**src/rtl/deca_sysid_stall_timer.sv**
```systemverilog
// Loadable down-counter with an expire flag; counts stall cycles against the
// timeout limit and read-latency cycles after command acceptance.
module deca_sysid_stall_timer #(
  parameter int unsigned WIDTH = 16
) (
  input  logic             clock,
  input  logic             reset,
  input  logic             load,
  input  logic [WIDTH-1:0] load_value,
  input  logic             dec,
  output logic             expired
);

  logic [WIDTH-1:0] count;

  // NOTE: sequential state uses non-blocking (<=) so every register samples
  // pre-edge values; blocking here would create order-dependent behaviour.
  always_ff @(posedge clock or posedge reset) begin
    if (reset) begin
      count <= '0;
    end else if (load) begin
      count <= load_value;
    end else if (dec && (count != '0)) begin
      count <= count - WIDTH'(1);
    end
  end

  assign expired = (count == '0);

endmodule

```
**config.mk**
```make
export PLATFORM = sky130hd
export DESIGN_NAME = deca_sysid_stall_timer
export DESIGN_NICKNAME = d
export VERILOG_FILES = /design/src/rtl/deca_sysid_stall_timer.sv
export SDC_FILE = /design/constraint.sdc
export NUM_CORES = 1
export LEC_CHECK = 0
export ABC_AREA = 1
export BUFFER_PORTS_ARGS = -buffer_cell sky130_fd_sc_hd__buf_2
export CORE_UTILIZATION = 35
export CTS_CLUSTER_DIAMETER = 200
export DETAILED_ROUTE_END_ITERATION = 12
export GPL_TIMING_DRIVEN = 0
export PLACE_DENSITY = 0.58
export SLEW_MARGIN = 20
export SYNTH_ARGS = -nofsm -noshare
export SYNTH_HDL_FRONTEND = slang
export SYNTH_SLANG_ARGS = --single-unit
```
**constraint.sdc**
```tcl
create_clock -name clock -period 1.7 [get_ports clock]
set_input_delay 0.085 -clock clock [delete_from_list [all_inputs] [get_ports clock]]
set_output_delay 0.085 -clock clock [all_outputs]
set_load 0.01 [all_outputs]
```
# Word level (Yosys, flattened, before mapping)
# Cells that the tools add are included.
# classes
reduce_logical	4
addsub	1
muxes	2
# op_table
operator	count
$mux 16	2
$logic_not 16->1	1
$reduce_bool 16->1	1
$sub 16x1->16 const B	1
$reduce_bool 2->1	1
$logic_and 1x1->1	1
# totals
input_bits	20
reg_bits	16
output_inout_bits	1
elab_cells	8

# Depth between registers and ports, before layout
# depth
depth_word	4
ltp_mapped	11
ltp_nobuf	10

# Least setup slack after synthesis
# Ideal clock, no wire load.
# synth_timing
path_kind	reg-to-reg
start	register count[0]
end	register count[14]
synth_period_minus_slack_ps	1495
slack_ps	205
path_buffers	0
arrival_time_ps	1370
path_stages_with_launch	10
t_required_ps	1576
setup_ps	124
path_cell_list	dfrtp_1 > inv_1 > ha_1 > nand2_2 > nor2_1 > nand2_1 > nor2_1 > nand2_1 > nand3_1 > nand3_1
# synth_between
elab_chain_len	3
word_cells_on_any_way	6
cone_classes	add/sub (1); mux (2); reduce/logical (3)
# synth_lines
element	line	source
start, declared	14	logic [WIDTH-1:0] count;
start signal, assigned	22	count <= load_value;
start signal, assigned	24	count <= count - WIDTH'(1);
$sub 16x1->16 or $reduce_bool 16->1 (tied branches)	24, 23	
$mux 16 or $logic_and 1x1->1 (tied branches)	23	end else if (dec && (count != '0)) begin
$mux 16 or $reduce_bool 2->1 (tied branches)	-	
# Parallel ways exist; a longest one is shown, timed or not. The select of a mux whose other input is x is not followed.
# A chain may end at the register's enable or synchronous reset.

# Final worst setup path
# layout_timing
start	register count[1]
end	output expired
# layout_between
elab_chain_len	1
# layout_lines
element	line	source
$logic_not 16->1	28	assign expired = (count == '0);
end, declared	11	output logic expired
# No other way between the ends.

==> results.md <==
* Clk slew on worst S/H paths at about 0.11 ns
* Drt first pass iters at 4
* Cell-internal power at approximately 700 uW
* Setup Viol. Count Final at 0
* Num Clock Sinks at 16
* Die Ht at 58.72 um
* Synth Cell Area at 0.001126 sq mm
* CP top delay family: simple AND/OR/NAND/NOR gates
* Max_cap viols at 0
* Critical path endpoint category: output port
* GRT Total Usage at 0.1776
* Pwr per Cell Area at 726.2 mW/mm^2
* # port buffers at 19
* Vias per inst at approximately 4.4
* Final Non-Filler Cells at around 250
* Antenna diodes at 0
* Sequential power share at 0.461
* Post-Syn Instances at 170
* Area Growth Syn to Fin at 27.89%
* Class of the worst hold path: in2reg
* Psw at about 350 uW
* Synthesized area per cell at 6.624 sq um
* Total power at 1.046 mW
* Clk_lat worst skew at 0.30 ns
* Final hold vios at 1
* Final setup margin at between 0.06 and 0.07 ns
* Initial detailed-routing violation count at between 50 and 60
* Reg2reg start: count[1]$_DFFE_PP0P_
* Post-DP HPWL at 1.903 mm
* Leakage at 0.7200 nW
* Net Count, Synth at approximately 190
* Yosys top cell area share at 0.3556
* TritonCTS clock tree: built
* Die X at around 59 um
* Initial Utilization at 0.3689
* Top Registers: count: 16 flops
* HP Start: load_value[8]
* Seq cells post-synth at 16
* Fill count at ~350
* Area leader, netlist: dfrtp_1
* Final Core Density at 0.4717
* Worst Path Buf+Inv at 2
* RSZ-0062 raised after global routing: true
* Logic pwr share at 0.279
* Slowest CP cell: dfrtp_1
* Peak supply drop at around 0.41 mV
* Layout cells sized above 1 at 0.2167
* H-tree levels at 1
* Slowest stage delay, CP at around 0.39 ns
* Worst Max-Slew Pin Slew at ~0.65 ns
* Num rows at 20
* Failing checks: hold timing
* Global-route wire length before repair at 4.609 mm
* Kind of critical path: reg2out
* Remaining Overflow, GRT at 0
* Core ar. at approximately 0.0031 sq mm
* DRC viols at 0
* Cell Chain, Critical Path: inv_1 -> ha_4 -> nand2_4 -> nor2_4 -> nand3b_1 -> nor3_1 -> buf_2
* DP Worst Slack at -0.04401 ns
* CP Max Fanout at 3
* Vias at 1080
* Post-route minimum period at around 1.6 ns
* Max frequency at roughly 610 MHz
* Total wire length at about 2.6 mm
* Status: finished, violations left
* Syn. warnings at 0
* Hold slack at -0.003178 ns
* Final Cycle Share at 0.9627
* Top cells by area, synth: dfrtp_1, nand2_1, nand3_1
* Num CTS Buffers at 3
* Post-Place Cells at around 230
* Clock Skew at 0.006138 ns
* Top Ports at 21
* Initial antenna violation count at 0
* Sw Share at 0.3393
* Critical Path RT at ~1.6 ns
* Largest net degree at the start of global routing at 17
* Routed Antenna Nets at 0
* Root buf cell: clkbuf_4
* Seq/Total Area, Yosys at 0.3556
* Gpl congestion at around 0.83
* CP Launch Type: flip-flop
* Vias in the first global route at 1035
* Arrival @ worst endpoint at 1.55 ns
* Crit path from: count[1]$_DFFE_PP0P_
* Clock power share at 0.260
* Max transition margin at 0.5681
* Reg with most FFs: count
* Max clock buf depth at 2
* Slew Limit Fails at 0
* Nets at ~230
* Max FFs per register at 16
* Die ar. at approximately 0.0034 sq mm
* Wirelength per Cell at roughly 11 um
* Count of cell types in the netlist at 23
==> placed cells by master, fill, tap and decap left out, types with 2 or more instances in the layout <==
cell type      instances
nand2_1               59
nor2_1                25
dlygate4sd3_1          7
dfrtp_1               16
nand3_1               20
xor2_1                 5
inv_1                 11
nand2_2                2
nand2_4                3
o21bai_1               2
clkbuf_4               3
or2_2                  3
nor2_4                 2
buf_4                  3
buf_2                 19
xnor2_1                3
inv_2                  3
o21ai_0                5
==> power by group through the flow <==
| stage | clock, mW | combinational, mW | sequential, mW |
|---|---|---|---|
| after floorplan | 0 | 0.194 | 0.475 |
| after global placement | 0 | 0.246 | 0.488 |
| after detailed placement | 0 | 0.251 | 0.489 |
| after CTS | 0.274 | 0.292 | 0.482 |
| after global routing | 0.297 | 0.339 | 0.489 |
| final | 0.272 | 0.292 | 0.482 |
==> cell families after synthesis <==
group | count (synthesis) | share of synthesized area
buf+inv | 18 | 0.07222
fa+ha+maj | 1 | 0.01111
xor+xnor | 8 | 0.06222
simple gates | 120 | 0.4633
compound gates | 7 | 0.03555
flops | 16 | 0.3556
==> stage by stage <==
stage,hold slack (ns),instance area [sq um],setup TNS [ns]
6_report,-0.003178,1440,0
5_1_grt,0.005623,1440,-0.02985
4_1_cts,0.004271,1430,0
3_5_place_dp,0.2106,1276,-0.2876
3_3_place_gp,0.2049,1276,-0.02745
2_1_floorplan,-0.001261,1126,0
==> worst register-to-register path: cells and delay by family, from the launching register on <==
| kind | cells | cell delay [ns] |
|---|---|---|
| AND/OR/NAND/NOR | 7 | 0.62 |
| buffers and inverters | 3 | 0.32 |
| adder cells (fa/ha/maj) | 1 | 0.16 |
| flip-flops | 1 | 0.39 |
==> area by class of cell <==
type	count	area, sq um	share of cell area
Timing Repair Buffer	29	187.7	0.1303
Multi-Input combinational cell	136	679.4	0.4718
Clock buffer	4	36.28	0.02520
Sequential cell	16	400.4	0.2780
Inverter	15	56.30	0.03910
Buffer	3	25.02	0.01738
Tap cell	44	55.05	0.03823
==> synthesized netlist by cell type <==
cell type / instances
nand2_1: 59
nor2_1: 26
nand3_1: 21
dfrtp_1: 16
inv_1: 12
o21ai_0: 5
xor2_1: 5
nand2_2: 3
or2_2: 3
xnor2_1: 3
inv_2: 2
nand2_4: 2
nor2_2: 2
o21bai_1: 2
and2_1: 1
buf_6: 1
clkbuf_2: 1
clkinv_1: 1
dlygate4sd1_1: 1
ha_1: 1
nand3b_1: 1
nand4_1: 1
nor3_1: 1
==> final timing paths <==
path,to,slack (ns),cells past startpoint
worst max-delay path,expired,0.06,7
worst min-delay path,count[8]$_DFFE_PP0P_,-0.003,3
worst max register to register,count[3]$_DFFE_PP0P_,0.15,11
worst min register to register,count[7]$_DFFE_PP0P_,0.57,2
max in group asynchronous,count[3]$_DFFE_PP0P_,0.88,3
min in group asynchronous,count[8]$_DFFE_PP0P_,0.40,3
==> routing by layer <==
metal | share of wire | up-vias | global-route usage
li1 | - | 596 | -
met1 | 0.49 | 457 | 0.2349
met2 | 0.45 | 22 | 0.2955
met3 | 0.039 | 5 | 0.02637
met4 | 0.015 | 0 | 0.06122
met5 | 0 | - | 0
==> repair_timing <==
action	4_1_cts	5_1_grt
endpoints found under the setup margin	12	12
buffers inserted	3	0
hold buffers	7	0
endpoints found under the hold margin	22	0
pin swaps	2	1
resized for setup	6	2
Note: power is estimated with default switching activity, not from simulation.
